File: src/rtl/alu_cmd_sender_if.sv
// Command / UART byte / response bundle between alu_cmd_sender and its neighbours.
// The slave modport is the sender's view; master is the command/UART side.
interface alu_cmd_sender_if #(
    parameter int NB_DATA   = 8,
    parameter int NB_OPCODE = 6
);
    logic                 i_req_valid;
    logic                 o_req_ready;
    logic [NB_DATA-1:0]   i_first_operator;
    logic [NB_DATA-1:0]   i_second_operator;
    logic [NB_OPCODE-1:0] i_opcode;

    logic                 o_tx_start;
    logic [NB_DATA-1:0]   o_tx_data;
    logic                 i_tx_done;

    logic                 i_rx_data_valid;
    logic [NB_DATA-1:0]   i_rx_data;

    logic                 o_resp_valid;
    logic                 i_resp_ready;
    logic [NB_DATA-1:0]   o_result;
    logic                 o_resp_error;
    logic                 o_busy;

    modport slave (
        input  i_req_valid, i_first_operator, i_second_operator, i_opcode,
        input  i_tx_done, i_rx_data_valid, i_rx_data, i_resp_ready,
        output o_req_ready, o_tx_start, o_tx_data, o_resp_valid, o_result,
        output o_resp_error, o_busy
    );

    modport master (
        output i_req_valid, i_first_operator, i_second_operator, i_opcode,
        output i_tx_done, i_rx_data_valid, i_rx_data, i_resp_ready,
        input  o_req_ready, o_tx_start, o_tx_data, o_resp_valid, o_result,
        input  o_resp_error, o_busy
    );
endinterface

File: src/rtl/alu_cmd_sender.sv
// Serialises an ALU command (A, B, opcode) over a UART TX byte port and returns the result byte.
// Define ALU_CMD_SENDER_TIMEOUT_EN to bound the wait for the result byte (timeout -> o_resp_error).
module alu_cmd_sender #(
    parameter int NB_DATA        = 8,
    parameter int NB_OPCODE      = 6,
    parameter int TIMEOUT_CYCLES = 2000000
) (
    input  logic               i_clock,
    input  logic               i_reset,
    alu_cmd_sender_if.slave    bus
);

    if (NB_OPCODE > NB_DATA || TIMEOUT_CYCLES < 1) begin : g_bad_cfg
        $error("alu_cmd_sender: invalid parameter combination");
    end

    typedef enum logic [2:0] {IDLE, TX_START, TX_WAIT, RX_WAIT, RESP} state_t;

    state_t               state;
    logic [1:0]           idx;
    logic [NB_DATA-1:0]   a_q;
    logic [NB_DATA-1:0]   b_q;
    logic [NB_OPCODE-1:0] op_q;

`ifdef ALU_CMD_SENDER_TIMEOUT_EN
    localparam int CNT_W = $clog2(TIMEOUT_CYCLES + 1);
    logic [CNT_W-1:0] cnt;
`else
    assign bus.o_resp_error = 1'b0;
`endif

    always_ff @(posedge i_clock) begin
        if (!i_reset) begin
            state            <= IDLE;
            idx              <= '0;
            a_q              <= '0;
            b_q              <= '0;
            op_q             <= '0;
            bus.o_req_ready  <= 1'b1;
            bus.o_busy       <= 1'b0;
            bus.o_tx_start   <= 1'b0;
            bus.o_tx_data    <= '0;
            bus.o_resp_valid <= 1'b0;
            bus.o_result     <= '0;
`ifdef ALU_CMD_SENDER_TIMEOUT_EN
            cnt              <= '0;
            bus.o_resp_error <= 1'b0;
`endif
        end else begin
            case (state)
                IDLE: begin
                    if (bus.i_req_valid && bus.o_req_ready) begin
                        a_q             <= bus.i_first_operator;
                        b_q             <= bus.i_second_operator;
                        op_q            <= bus.i_opcode;
                        idx             <= '0;
                        bus.o_req_ready <= 1'b0;
                        bus.o_busy      <= 1'b1;
                        // Byte 0 goes straight from the inputs so the start pulse lands next cycle.
                        bus.o_tx_start  <= 1'b1;
                        bus.o_tx_data   <= bus.i_first_operator;
                        state           <= TX_START;
                    end
                end
                TX_START: begin
                    bus.o_tx_start <= 1'b0;
                    state          <= TX_WAIT;
                end
                TX_WAIT: begin
                    if (bus.i_tx_done) begin
                        if (idx == 2'd2) begin
`ifdef ALU_CMD_SENDER_TIMEOUT_EN
                            cnt   <= '0;
`endif
                            state <= RX_WAIT;
                        end else begin
                            idx            <= idx + 2'd1;
                            bus.o_tx_start <= 1'b1;
                            bus.o_tx_data  <= (idx == 2'd0) ? b_q : NB_DATA'(op_q);
                            state          <= TX_START;
                        end
                    end
                end
                RX_WAIT: begin
                    if (bus.i_rx_data_valid) begin
                        bus.o_result     <= bus.i_rx_data;
                        bus.o_resp_valid <= 1'b1;
`ifdef ALU_CMD_SENDER_TIMEOUT_EN
                        bus.o_resp_error <= 1'b0;
`endif
                        state            <= RESP;
`ifdef ALU_CMD_SENDER_TIMEOUT_EN
                    end else if (cnt == CNT_W'(TIMEOUT_CYCLES - 1)) begin
                        bus.o_result     <= '0;
                        bus.o_resp_error <= 1'b1;
                        bus.o_resp_valid <= 1'b1;
                        state            <= RESP;
                    end else begin
                        cnt <= cnt + 1'b1;
`endif
                    end
                end
                RESP: begin
                    // Ready rises only after the consume edge, so no same-cycle re-accept.
                    if (bus.i_resp_ready) begin
                        bus.o_resp_valid <= 1'b0;
                        bus.o_busy       <= 1'b0;
                        bus.o_req_ready  <= 1'b1;
                        state            <= IDLE;
                    end
                end
                default: state <= IDLE;
            endcase
        end
    end

endmodule

File: src/flat_wrapper.sv
// flat-port wrapper written by rule: the top's interface ports become plain ports
module alu_cmd_sender_flat 
#(
    parameter int NB_DATA        = 8,
    parameter int NB_OPCODE      = 6,
    parameter int TIMEOUT_CYCLES = 2000000
)
  (i_clock, i_reset, bus_i_req_valid, bus_i_first_operator, bus_i_second_operator, bus_i_opcode, bus_i_tx_done, bus_i_rx_data_valid, bus_i_rx_data, bus_i_resp_ready, bus_o_req_ready, bus_o_tx_start, bus_o_tx_data, bus_o_resp_valid, bus_o_result, bus_o_resp_error, bus_o_busy);
  alu_cmd_sender_if #(.NB_DATA(NB_DATA), .NB_OPCODE(NB_OPCODE)) bus_i ();
  input  logic i_clock;
  input  logic i_reset;
  input wire logic [$bits(bus_i.i_req_valid)-1:0] bus_i_req_valid;
  input wire logic [$bits(bus_i.i_first_operator)-1:0] bus_i_first_operator;
  input wire logic [$bits(bus_i.i_second_operator)-1:0] bus_i_second_operator;
  input wire logic [$bits(bus_i.i_opcode)-1:0] bus_i_opcode;
  input wire logic [$bits(bus_i.i_tx_done)-1:0] bus_i_tx_done;
  input wire logic [$bits(bus_i.i_rx_data_valid)-1:0] bus_i_rx_data_valid;
  input wire logic [$bits(bus_i.i_rx_data)-1:0] bus_i_rx_data;
  input wire logic [$bits(bus_i.i_resp_ready)-1:0] bus_i_resp_ready;
  output wire logic [$bits(bus_i.o_req_ready)-1:0] bus_o_req_ready;
  output wire logic [$bits(bus_i.o_tx_start)-1:0] bus_o_tx_start;
  output wire logic [$bits(bus_i.o_tx_data)-1:0] bus_o_tx_data;
  output wire logic [$bits(bus_i.o_resp_valid)-1:0] bus_o_resp_valid;
  output wire logic [$bits(bus_i.o_result)-1:0] bus_o_result;
  output wire logic [$bits(bus_i.o_resp_error)-1:0] bus_o_resp_error;
  output wire logic [$bits(bus_i.o_busy)-1:0] bus_o_busy;
  assign bus_i.i_req_valid = bus_i_req_valid;
  assign bus_i.i_first_operator = bus_i_first_operator;
  assign bus_i.i_second_operator = bus_i_second_operator;
  assign bus_i.i_opcode = bus_i_opcode;
  assign bus_i.i_tx_done = bus_i_tx_done;
  assign bus_i.i_rx_data_valid = bus_i_rx_data_valid;
  assign bus_i.i_rx_data = bus_i_rx_data;
  assign bus_i.i_resp_ready = bus_i_resp_ready;
  assign bus_o_req_ready = bus_i.o_req_ready;
  assign bus_o_tx_start = bus_i.o_tx_start;
  assign bus_o_tx_data = bus_i.o_tx_data;
  assign bus_o_resp_valid = bus_i.o_resp_valid;
  assign bus_o_result = bus_i.o_result;
  assign bus_o_resp_error = bus_i.o_resp_error;
  assign bus_o_busy = bus_i.o_busy;
  alu_cmd_sender #(.NB_DATA(NB_DATA), .NB_OPCODE(NB_OPCODE), .TIMEOUT_CYCLES(TIMEOUT_CYCLES)) u_core (.i_clock(i_clock), .i_reset(i_reset), .bus(bus_i));
endmodule
File: config.mk
export PLATFORM = sky130hd
export DESIGN_NAME = alu_cmd_sender_flat
export DESIGN_NICKNAME = d
export VERILOG_FILES = /design/src/rtl/alu_cmd_sender_if.sv /design/src/rtl/alu_cmd_sender.sv /design/src/flat_wrapper.sv
export SDC_FILE = /design/constraint.sdc
export NUM_CORES = 1
export LEC_CHECK = 0
export CAP_MARGIN = 10
export CORE_AREA = 2 2 64 66
export DETAILED_ROUTE_END_ITERATION = 8
export DIE_AREA = 0 0 66 68
export GPL_TIMING_DRIVEN = 0
export PLACE_DENSITY = 0.81
export SKIP_LAST_GASP = 1
export SLEW_MARGIN = 20
export SYNTH_ARGS = -nofsm -noshare
export SYNTH_HDL_FRONTEND = slang
export SYNTH_SLANG_ARGS = --single-unit
File: constraint.sdc
create_clock -name i_clock -period 3.6 [get_ports i_clock]
set_input_delay 0.54 -clock i_clock [delete_from_list [all_inputs] [get_ports i_clock]]
set_output_delay 0.54 -clock i_clock [all_outputs]
set_load 0.03 [all_outputs]
# Yosys cells after proc, flatten, opt, wreduce, memory -nomap -nowiden
# Index checks and enable logic that the tools add are counted.
[op_classes] add_sub_neg=1 n_eq_ne=10 muxes=26 n_reduce_logical=14
[ops] op="$mux W8" count=4
[ops] op="$pmux W8 S2" count=1
[ops] op="$pmux W3 S5" count=1
[ops] op="$mux W3" count=4
[ops] op="$reduce_and A4 Y1" count=3
[ops] op="$mux W2" count=4
[ops] op="$ne A2 B2 Y1 const B" count=4
[ops] op="$mux W1" count=7
[ops] op="$eq A3 B2 Y1 const B" count=2
[ops] op="$pmux W1 S2" count=3
[ops] op="$reduce_and A3 Y1" count=2
[ops] op="$reduce_bool A2 Y1" count=3
[ops] op="$pmux W2 S2" count=1
[ops] op="$reduce_and A2 Y1" count=2
[ops] op="$eq A3 B1 Y1 const B" count=1
[ops] op="$eq A3 B3 Y1 const B" count=1
[ops] op="$logic_not A3 Y1" count=1
[ops] op="$pmux W1 S3" count=1
[ops] op="$reduce_bool A3 Y1" count=1
[ops] op="$add A2 B1 Y2 const B" count=1
[ops] op="$eq A2 B2 Y1 const B" count=1
[ops] op="$logic_not A2 Y1" count=1
[ops] op="$ne A2 B1 Y1 const B" count=1
[ops] op="$logic_and A1 B1 Y1" count=1
[word_totals] reg_bits=39 output_inout_bits=21 word_cells=61

# Logic depth before layout (Yosys ltp)
# Gate-level depths: netlist (run 1).
[logic_depth] word_depth=5 mapped_depth=7

# Least setup slack after synthesis (run 1)
# No wires, ideal clock.
[synth_path] kind="register to register" startpoint="register u_core.bus.o_req_ready" endpoint="register u_core.b_q[4]" setup_time_ps=116 arrival_time_ps=1571 required_ps=3484 setup_slack_ps=1913 stages_incl_launch_ff=6 n_path_buf=1 period_less_slack_ps=1687 cell_sequence="dfxtp_1 > nand2_1 > nor4_4 > buf_6 > mux2i_1 > nor2b_1"
[synth_between] elab_chain_cells=2
[synth_lines] item="start, declared" line="alu_cmd_sender_if.sv:29" rtl="output o_req_ready, o_tx_start, o_tx_data, o_resp_valid, o_result,"
[synth_lines] item="start signal, assigned" line="alu_cmd_sender.sv:39" rtl="bus.o_req_ready <= 1'b1;"
[synth_lines] item="start signal, assigned" line="alu_cmd_sender.sv:57" rtl="bus.o_req_ready <= 1'b0;"
[synth_lines] item="start signal, assigned" line="alu_cmd_sender.sv:108" rtl="bus.o_req_ready <= 1'b1;"
[synth_lines] item="$logic_and A1 B1 Y1" line="alu_cmd_sender.sv:52" rtl="if (bus.i_req_valid && bus.o_req_ready) begin"
[synth_lines] item="$reduce_and A2 Y1 (no source line)"
[synth_lines] item="end signal, assigned" line="alu_cmd_sender.sv:54" rtl="b_q <= bus.i_second_operator;"
[synth_lines] item="end, declared" line="alu_cmd_sender.sv:22" rtl="logic [NB_DATA-1:0] b_q;"
# Every way passes these cells.
# A chain may end at the register's enable or synchronous reset.

# Worst setup path in the final report (run 1)
[layout_path] startpoint="input bus_i_req_valid" endpoint="register u_core.op_q[3]"
[layout_between] elab_chain_cells=2
[layout_lines] item="start, declared" line="flat_wrapper.sv:12" rtl="input wire logic [$bits(bus_i.i_req_valid)-1:0] bus_i_req_valid;"
[layout_lines] item="$logic_and A1 B1 Y1" line="alu_cmd_sender.sv:52"
[layout_lines] item="$reduce_and A2 Y1 (no source line)"
[layout_lines] item="end signal, assigned" line="alu_cmd_sender.sv:55" rtl="op_q <= bus.i_opcode;"
[layout_lines] item="end, declared" line="alu_cmd_sender.sv:23" rtl="logic [NB_OPCODE-1:0] op_q;"
# Every way passes these cells.

==> results.md, run 1 <==
- Vias in the first global route: 1,436
- Synth-to-Final Area Change: 38.8%
- Initial core utilization: 0.461
- Clock sink total: 39
- Status: finished, final reports clean
- Hold Path End: u_core.bus.o_tx_data[0]$_SDFFE_PN0P_
- Slew HR: 0.562
- Dpl cells: 298
- Hold wc startpoint: u_core.bus.o_tx_data[0]$_SDFFE_PN0P_
- Fin. Hold Viols: 0
- Area of the multi-input gates: 891 sq um
- Leak Pwr: 0.956 nW
- Vias: 1,487
- TritonCTS Buffers: 5
- Setup WS post-layout: 1590 ps
- Critical path's largest stage delay: 520 ps
- Port-buffer cells: 54
- Setup violators final: 0
- Yosys cell types: 34
- Tot Pwr: 1.00 mW
- Max Fclk: 0.497 GHz
- DRT iter0 DRCs: 76
- Die area: 4490 sq um
- Number of setup buffers added after CTS: 0
- Critical path peak fanout: 10
- DIE WIDTH: 66 um
- Placement Cell Area: 2380 sq um
- PostCTS Resize Cnt: 0
- Filler instances: 339
- Setup_tns: 0 ps
- Root Driver: clkbuf_8
- Register bit total from synthesis: 39
- Worst Setup End Kind: flop
- CP required: 3780 ps
- Clock Path Buffers: 2
- Drt pass-1 iters: 4
- Post-synth top flop: dfxtp_1
- CP cell instances: clkdlybuf4s50_1 -> nand2_1 -> nor4_4 -> buf_6 -> mux2i_1 -> nor2b_1
- Worst r2r src: u_core.idx[0]$_SDFFE_PN0P_
- Initial antenna violation count: 0
- Reg2reg end: u_core.bus.o_tx_data[4]$_SDFFE_PN0P_
- Nets: 293
- Synth Cell Area: 1780 sq um
- Net Count, Synth: 232
- Place WS: 1270 ps
- Placed wire-length estimate: 2.88 mm
- Num ports: 57
- Total grt overflow: 0
- Finished Layout Cells: 305
- Share of layout cells above drive strength 1: 0.0706
- Core Rows: 23
- Sequential fraction of the synthesis area: 0.439
- Hold WC Path Type: reg -> reg
- DR WL/cell: 12.7 um
- N_diodes: 0
- Worst vdd ir: 0.000290 V
- EDFF count, synth: 0
- CP startpoint kind: input pin
- Largest net degree at the start of global routing: 12
- RSZ-0062 raised after global routing: false
- Core area: 3860 sq um
- Clock Skews: 5.14 ps
- Cells after Synth: 194
- Final period utilization: 0.559
- Cts hold-fix bufs: 0
- Die H: 68 um
- Post-route cell area: 2470 sq um
- Routed WL: 3.88 mm
- Register area: 781 sq um
- GP Congestion: 0.771
- Arrival time worst endpoint: 2190 ps
- H-tree Lvls: 2
- R2R Setup Slk: 1870 ps
- Clk_lat worst skew: 290 ps
- Mean Syn Cell Area: 9.17 sq um
- PwrDens: 407 nW/um^2
- CTS clock-pin slew for the worst setup and hold paths: 70 ps
- Max-Cap Viols: 0
- Slew Limit Fails: 0
- Fin crit period: 2010 ps
- Async set or reset register ratio after synthesis: 0
- ANT nets after route: 0
- WHS Path Cells: 2
- Total global-route track usage: 0.191
- CTS tree: yes
- CP Class: in -> reg
- Post-route DRC: 0
- Ys Warns: 0
- Via density: 4.88
- R2R cell count: 7
- Slew of the pin with the lowest slew margin: 652 ps
- CP max-delay cell: clkdlybuf4s50_1
- Wire length of the first global-routing pass: 6.45 mm
-- per-stage QoR --
stage          utilization  hold slack, ps
6_report             0.640             450
2_1_floorplan            -             436
5_1_grt              0.640             481
3_3_place_gp         0.618             438
4_1_cts              0.640             454
3_5_place_dp         0.618             444
-- worst max-delay path: cells and delay by family --
kind / cells / cell delay (ps)
mux: 1 / 200
simple gates: 3 / 660
buf+inv: 2 / 780
-- report_power, final --
part	internal (mW)	switching, mW
combinational	0.119	0.115
clock	0.150	0.139
sequential	0.463	0.0178
-- layout by cell type (no fill, tap or decap), types with 2 or more instances in the layout --
master and instances:
clkdlybuf4s50_1 54, nand2b_1 2, a21boi_0 8, ha_1 2, buf_2 2, o21ai_1 3, a21oi_1 2, or2_1 2
clkbuf_8 6, nand2_1 39, nor2_1 6, clkbuf_1 7, buf_4 2, o211a_1 2, inv_1 6, buf_6 3
dfxtp_1 39, nor2b_1 14, mux2i_1 20, o21ai_0 7, a31oi_1 2, o2111ai_1 6, o21a_1 2, nand3_1 6
-- layer usage --
metal / vias to the layer above / global-route usage / part of all wire
li1: 776 / - / -
met1: 672 / 0.239 / 0.46
met2: 37 / 0.308 / 0.48
met3: 2 / 0.0641 / 0.054
met4: 0 / 0.0714 / 0.0088
met5: - / 0 / 0
-- area by class of cell --
type	instances	area share
Multi-Input combinational cell	135	0.361
Sequential cell	39	0.316
Timing Repair Buffer	54	0.219
Buffer	14	0.0344
Clock buffer	6	0.0334
Tap cell	50	0.0253
Inverter	6	0.00912
Clock inverter	1	0.00203
-- sequential cells by signal, indices dropped and copies added, names as in the netlist --
register / cells
u_core.op_q: 6
u_core.state: 3
u_core.bus.o_tx_data: 8
u_core.b_q: 8
u_core.bus.o_req_ready: 1
u_core.bus.o_tx_start: 1
u_core.bus.o_resp_valid: 1
u_core.idx: 2
u_core.bus.o_result: 8
u_core.bus.o_busy: 1
-- kinds of logic after synthesis --
kind of cell    synth area share
mux                        0.113
other cells              0.00211
fa+ha+maj                 0.0141
simple gates               0.226
buf+inv                   0.0605
compound gates             0.146
flops                      0.439
-- synth_stat cells, types with 2 or more instances --
library cell | instances | area share
a21boi_0 | 8 | 0.034
a21oi_1 | 2 | 0.0056
a31oi_1 | 2 | 0.0070
buf_2 | 2 | 0.0056
buf_4 | 2 | 0.0084
buf_6 | 3 | 0.019
clkbuf_1 | 7 | 0.015
dfxtp_1 | 39 | 0.44
ha_1 | 2 | 0.014
inv_1 | 6 | 0.013
mux2i_1 | 20 | 0.11
nand2_1 | 39 | 0.082
nand2b_1 | 2 | 0.0070
nand3_1 | 6 | 0.017
nor2_1 | 6 | 0.013
nor2b_1 | 14 | 0.049
o2111ai_1 | 6 | 0.030
o211a_1 | 2 | 0.011
o21a_1 | 2 | 0.0084
o21ai_0 | 7 | 0.020
o21ai_1 | 3 | 0.0084
or2_1 | 2 | 0.0070
-- worst max-delay path by stage --
| stage | slack, ps | start | to | cells past startpoint |
|---|---|---|---|---|
| finish | 1590 | bus_i_req_valid | u_core.op_q[3]$_SDFFE_PN0P_ | 6 |
| global route | 1500 | bus_i_req_valid | u_core.op_q[2]$_SDFFE_PN0P_ | 6 |
| CTS | 1580 | bus_i_req_valid | u_core.op_q[3]$_SDFFE_PN0P_ | 6 |
| detailed placement | 1270 | bus_i_req_valid | u_core.op_q[3]$_SDFFE_PN0P_ | 6 |
| global placement | 1290 | bus_i_req_valid | u_core.b_q[6]$_SDFFE_PN0P_ | 6 |
| floorplan | 1910 | u_core.bus.o_req_ready$_SDFFE_PN1P_ | u_core.b_q[4]$_SDFFE_PN0P_ | 5 |
Power figures use the tool's default switching activity.
==> run 2, diff against run 1 <==
CORE_AREA = 2 2 66 68   (was 2 2 64 66)
DIE_AREA = 0 0 68 70   (was 0 0 66 68)
PLACE_DENSITY = 0.77   (was 0.81)
clock period = 2.09 ns   (was 3.6 ns; I/O delays follow)
==> run 2 against run 1 <==
  * Non-clock buffer count unchanged
  * Combinational power increased by 72%
  * Clock skew decreased by 1.3 ps
  * Largest power group unchanged
  * Global-route usage decreased by 1.2 points
  * Routed wire length is 3.2% lower
  * Clock-buffer cell count up 1
  * Flip-flop and latch count did not move
  * Total power up 70%
  * Cell count up 0.98%
  * Largest cell class unchanged
  * Via count decreased by 1.6%
  * Sequential power is 72% higher
==> results.md, run 2 (same netlist as run 1, synthesis figures left out) <==
- Total grt overflow: 0 (unchanged)
- Placed wire-length estimate: 2.83 mm (was 2.88 mm)
- Filler instances: 386 (was 339)
- Vias: 1,463 (was 1,487)
- Max-Cap Viols: 0 (unchanged)
- Arrival time worst endpoint: 1960 ps (was 2190 ps)
- CP required: 2270 ps (was 3780 ps)
- Most common cell after layout, fill and taps aside: clkdlybuf4s50_1 (unchanged)
- ANT nets after route: 0 (unchanged)
- Clk_lat worst skew: 290 ps (about the same)
- Port-buffer cells: 54 (unchanged)
- Biggest regs: u_core.b_q: 8 flops, u_core.bus.o_result: 8 flops, u_core.bus.o_tx_data: 8 flops (unchanged)
- Core area: 4140 sq um (was 3860 sq um)
- Num ports: 57 (unchanged)
- Hold Slack: 409 ps (was 450 ps)
- Leak Pwr: 0.951 nW (was 0.956 nW)
- Critical path peak fanout: 10 (unchanged)
- CP max-delay cell: clkdlybuf4s50_1 (unchanged)
- CP startpoint kind: input pin (unchanged)
- H-tree Lvls: 2 (unchanged)
- Die area: 4760 sq um (was 4490 sq um)
- Setup violators final: 0 (unchanged)
- Worst Setup End Kind: flop (unchanged)
- Number of setup buffers added after CTS: 0 (unchanged)
- Fin crit period: 1770 ps
- Vias in the first global route: 1,313 (was 1,436)
- Initial core utilization: 0.429 (was 0.461)
- Register area: 781 sq um (unchanged)
- Max Fclk: 0.564 GHz
- Slew HR: 0.583 (was 0.562)
- Slew of the pin with the lowest slew margin: 621 ps (was 652 ps)
- DRT iter0 DRCs: 79 (was 76)
- CTS tree: yes (unchanged)
- Core Rows: 24 (was 23)
- TritonCTS Buffers: 5 (unchanged)
- DR WL/cell: 12.2 um (was 12.7 um)
- PostCTS Resize Cnt: 0 (unchanged)
- Total global-route track usage: 0.179 (was 0.191)
- Die H: 70 um (was 68 um)
- Share of layout cells above drive strength 1: 0.0664 (was 0.0706)
- Hold WC Path Type: in -> reg (was reg -> reg)
- Fin. Hold Viols: 0 (unchanged)
- Clock sink total: 39 (unchanged)
- CP cell instances: clkdlybuf4s50_1 -> nand2_1 -> nor4_4 -> buf_6 -> mux2i_1 -> nor2b_1 (unchanged)
- Area of the multi-input gates: 891 sq um (unchanged)
- GP Congestion: 0.868 (was 0.771)
- Wire length of the first global-routing pass: 6.35 mm (was 6.45 mm)
- Via density: 4.75 (was 4.88)
- Tot Pwr: 1.71 mW (was 1.00 mW)
- Initial antenna violation count: 0 (unchanged)
- Post-route DRC: 0 (unchanged)
- Cts hold-fix bufs: 0 (unchanged)
- Critical path's largest stage delay: 520 ps (about the same)
- RSZ-0062 raised after global routing: false (unchanged)
- Most frequent cells in the layout: clkdlybuf4s50_1 (54), nand2_1 (39), dfxtp_1 (39), mux2i_1 (20), nor2b_1 (14) (unchanged)
- Nets: 293 (unchanged)
- DIE WIDTH: 68 um (was 66 um)
- CTS clock-pin slew for the worst setup and hold paths: 70 ps (about the same)
- Routed WL: 3.76 mm (was 3.88 mm)
- Slew Limit Fails: 0 (unchanged)
- Final period utilization: 0.849
- Largest net degree at the start of global routing: 12 (unchanged)
- PwrDens: 692 nW/um^2 (was 407 nW/um^2)
- Fin util: 0.595 (was 0.640)
- Clock Skews: 3.85 ps (was 5.14 ps)
- Clock Path Buffers: 2 (unchanged)
- Drt pass-1 iters: 4 (unchanged)
- Setup WS post-layout: 316 ps (was 1590 ps)
- CP Class: in -> reg (unchanged)
- Place WS: -25.9 ps (was 1270 ps)
- Root Driver: clkbuf_8 (unchanged)
- N_diodes: 0 (unchanged)
- Worst vdd ir: 0.000440 V (was 0.000290 V)
- Synth-to-Final Area Change: 38.6% (was 38.8%)
- Status: finished, final reports clean (unchanged)
-- run 2: changes by cell type in the layout (fill, tap and decap cells not counted), sizes merged --
cell and delta:
clkbuf +1
-- run 2: per-stage QoR --
stage / instance area, sq um / instances / setup TNS [ps]
6_report: 2470 / 308 / 0
5_1_grt: 2470 / 308 / 0
4_1_cts: 2470 / 308 / 0
3_5_place_dp: 2380 / 300 / -25.9
3_3_place_gp: 2380 / 300 / 0
2_1_floorplan: 1780 / 194 / 0
-- run 2: routing by layer --
layer  vias to the layer above  wire (um)  GRT usage
met4                         0         62     0.0667
met5                         -          0          0
met1                       654       1770      0.247
li1                        777          -          -
met3                         5        129     0.0435
met2                        27       1800      0.268
-- run 2: worst paths after layout --
check / from / to / slack, ps / cells past startpoint
setup / recovery: bus_i_req_valid / u_core.op_q[1]$_SDFFE_PN0P_ / 320 / 6
hold reg to reg: u_core.bus.o_tx_data[1]$_SDFFE_PN0P_ / u_core.bus.o_tx_data[1]$_SDFFE_PN0P_ / 450 / 2
setup reg to reg: u_core.idx[0]$_SDFFE_PN0P_ / u_core.bus.o_tx_data[2]$_SDFFE_PN0P_ / 350 / 7
hold / removal: i_reset / u_core.b_q[3]$_SDFFE_PN0P_ / 410 / 2
-- run 2: layout make-up --
cell class                      count  share of cell area
Multi-Input combinational cell    135               0.361
Tap cell                           52              0.0264
Inverter                            6             0.00913
Clock buffer                        7              0.0309
Sequential cell                    39               0.317
Buffer                             14              0.0345
Clock inverter                      1             0.00203
Timing Repair Buffer               54               0.219
-- run 2: worst max-delay path: cells and delay by family --
kind,cells,cell delay [ps]
simple gates,3,650
buf+inv,2,780
mux,1,210
-- run 2: report_power, final --
| part | internal (mW) | switching (mW) | total [mW] |
|---|---|---|---|
| clock | 0.234 | 0.244 | 0.478 |
| sequential | 0.797 | 0.0290 | 0.826 |
| combinational | 0.205 | 0.198 | 0.402 |
| total | 1.24 | 0.470 | 1.71 |
==> run 3, diff against run 2 <==
CORE_AREA = 2 2 69 71   (was 2 2 66 68)
DIE_AREA = 0 0 71 73   (was 0 0 68 70)
PLACE_DENSITY = 0.74   (was 0.77)
clock period = 1.55 ns   (was 2.09 ns; I/O delays follow)
==> run 3 against run 2 <==
  * Sequential share of layout area fell by 1.1 points
  * Worst hold slack got worse by 97 ps
  * Sequential power rose by 36%
  * Critical endpoint is now u_core.bus.o_tx_data[7]$_SDFFE_PN0P_
  * Flip-flop and latch count did not move
  * Non-clock buffer count rose by 2
  * Largest power group unchanged
  * Critical path type is now reg -> reg
==> results.md, run 3 (same netlist as run 1, synthesis figures left out) <==
- Register area: 788 sq um (was 781 sq um)
- Initial antenna violation count: 0 (unchanged)
- Place WS: -571 ps (was -25.9 ps)
- Cts hold-fix bufs: 0 (unchanged)
- Most common cell after layout, fill and taps aside: nand2_1 (was clkdlybuf4s50_1)
- Status: finished, final reports clean (unchanged)
- CP cell instances: buf_2 -> or2_4 -> a221oi_4 -> buf_6 -> nand3_1 -> o211a_1 (was clkdlybuf4s50_1 -> nand2_1 -> nor4_4 -> buf_6 -> mux2i_1 -> nor2b_1)
- Share of layout cells above drive strength 1: 0.120 (was 0.0664)
- Biggest regs: u_core.b_q: 8 flops, u_core.bus.o_result: 8 flops, u_core.bus.o_tx_data: 8 flops (unchanged)
- H-tree Lvls: 2 (unchanged)
- Vias in the first global route: 1,414 (was 1,313)
- Total global-route track usage: 0.165 (was 0.179)
- DR WL/cell: 12.9 um (was 12.2 um)
- CTS tree: yes (unchanged)
- Largest net degree at the start of global routing: 14 (was 12)
- Final period utilization: 0.960
- Max Fclk: 0.672 GHz
- Drt pass-1 iters: 4 (unchanged)
- ANT nets after route: 0 (unchanged)
- Worst Setup End Kind: flop (unchanged)
- Core Rows: 25 (was 24)
- Die area: 5180 sq um (was 4760 sq um)
- Leak Pwr: 1.27 nW (was 0.951 nW)
- Fin crit period: 1490 ps
- Most frequent cells in the layout: nand2_1 (38), dfxtp_1 (37), clkdlybuf4s50_1 (34), mux2i_1 (20), dlymetal6s2s_1 (16) (was clkdlybuf4s50_1 (54), nand2_1 (39), dfxtp_1 (39), mux2i_1 (20), nor2b_1 (14))
- CP required: 1750 ps (was 2270 ps)
- Core area: 4540 sq um (was 4140 sq um)
- Clk_lat worst skew: 300 ps (was 290 ps)
- DRT iter0 DRCs: 65 (was 79)
- Clock sink total: 39 (unchanged)
- Wire length of the first global-routing pass: 6.60 mm (was 6.35 mm)
- Post-route DRC: 0 (unchanged)
- Critical path peak fanout: 8 (was 10)
- Area of the multi-input gates: 930 sq um (was 891 sq um)
- Setup violators final: 0 (unchanged)
- Clock Path Buffers: 2 (unchanged)
- Worst r2r src: u_core.state[2]$_SDFFE_PN0P_ (was u_core.idx[0]$_SDFFE_PN0P_)
- Clock Skews: 8.09 ps (was 3.85 ps)
- Setup WS post-layout: 62.5 ps (was 316 ps)
- Slew Limit Fails: 0 (unchanged)
- N_diodes: 0 (unchanged)
- Fin. Hold Viols: 0 (unchanged)
- Die H: 73 um (was 70 um)
- Via density: 4.79 (was 4.75)
- Crit path max-delay family: compound AO/OA/AOI/OAI gates (was buffers and inverters)
- Number of buffers and inverters on the critical path: 2 (unchanged)
- RSZ-0062 raised after global routing: true (was false)
- Tot Pwr: 2.36 mW (was 1.71 mW)
- DIE WIDTH: 71 um (was 68 um)
- Hold wc startpoint: i_reset (unchanged)
- Routed WL: 4.02 mm (was 3.76 mm)
- Initial core utilization: 0.392 (was 0.429)
- CP Launch Point: u_core.state[2]$_SDFFE_PN0P_ (was bus_i_req_valid)
- Synth-to-Final Area Change: 45.0% (was 38.6%)
- CTS clock-pin slew for the worst setup and hold paths: 80 ps (was 70 ps)
- Nets: 295 (was 293)
- Finished Layout Cells: 312 (was 308)
- Max-Cap Viols: 0 (unchanged)
- Critical path's largest stage delay: 300 ps (was 520 ps)
- PwrDens: 917 nW/um^2 (was 692 nW/um^2)
- CP startpoint kind: flop (was input pin)
- Root Driver: clkbuf_8 (unchanged)
- Dpl cells: 302 (was 300)
- Worst vdd ir: 0.000461 V (was 0.000440 V)
- Filler instances: 408 (was 386)
- GP Congestion: 0.863 (was 0.868)
- Hold WC Path Type: in -> reg (unchanged)
- Vias: 1,493 (was 1,463)
- Placed wire-length estimate: 2.96 mm (was 2.83 mm)
- Num ports: 57 (unchanged)
- Hold Slack: 312 ps (was 409 ps)
- CP max-delay cell: dfxtp_1 (was clkdlybuf4s50_1)
- Port-buffer cells: 54 (unchanged)
- CP Class: reg -> reg (was in -> reg)
- Arrival time worst endpoint: 1680 ps (was 1960 ps)
- Total grt overflow: 0 (unchanged)
- TritonCTS Buffers: 5 (unchanged)
## run 3: cell count changes in the layout (fill, tap and decap cells not counted), sizes merged
| cell | previous run | this run |
|---|---|---|
| dlygate4sd2 | 0 | 4 |
| dlymetal6s2s | 0 | 16 |
| clkbuf | 14 | 10 |
| clkinvlp | 0 | 1 |
| buf | 7 | 11 |
| inv | 6 | 7 |
| clkdlybuf4s50 | 54 | 34 |
## run 3: worst register-to-register path, cell delays in order, from the launching register on
cell      delay, ps
dfxtp_1         300
buf_2           170
or2_4           250
a221oi_4        290
buf_6           180
nand3_1          70
o211a_1         130
## run 3: final timing paths
kind,endpoint,slack [ps],cells after the start
min,u_core.op_q[1]$_SDFFE_PN0P_,310,2
min reg2reg,u_core.bus.o_tx_data[1]$_SDFFE_PN0P_,450,2
max,u_core.bus.o_tx_data[7]$_SDFFE_PN0P_,60,6
max reg2reg,u_core.bus.o_tx_data[7]$_SDFFE_PN0P_,60,6
## run 3: power breakdown
| group | leakage [nW] | switching (mW) | total [mW] | internal [mW] |
|---|---|---|---|---|
| sequential | 0.320 | 0.0447 | 1.12 | 1.07 |
| clock | 0.0445 | 0.370 | 0.684 | 0.314 |
| combinational | 0.901 | 0.273 | 0.561 | 0.288 |
| total | 1.27 | 0.688 | 2.36 | 1.68 |
## run 3: stage by stage
step | util | TNS, ps | instance area (sq um)
floorplan | - | -240 | 1790
global placement | 0.528 | -10240 | 2390
detailed placement | 0.528 | -10070 | 2390
CTS | 0.552 | -5.42 | 2500
global route | 0.569 | -151 | 2580
finish | 0.569 | 0 | 2580
## run 3: routing by layer
layer  part of all wire  vias to the layer above  global-route usage
li1                   -                      785                   -
met1               0.46                      670               0.197
met2               0.49                       31               0.278
met3              0.035                        7              0.0414
met4              0.018                        0              0.0797
met5                  0                        -                   0
## run 3: final cells by class
class | count | share of cell area
Multi-Input combinational cell | 135 | 0.360
Sequential cell | 39 | 0.306
Timing Repair Buffer | 59 | 0.238
Buffer | 11 | 0.0272
Clock buffer | 5 | 0.0267
Tap cell | 54 | 0.0262
Inverter | 6 | 0.00873
Clock inverter | 3 | 0.00727
## run 3: timing repair
action / 4_1_cts / 5_1_grt
gates resized for setup: 6 / 27
cloned: 0 / 1
pin swaps: 2 / 1
setup buffers: 3 / 1
setup endpoints to repair: 28 / 33
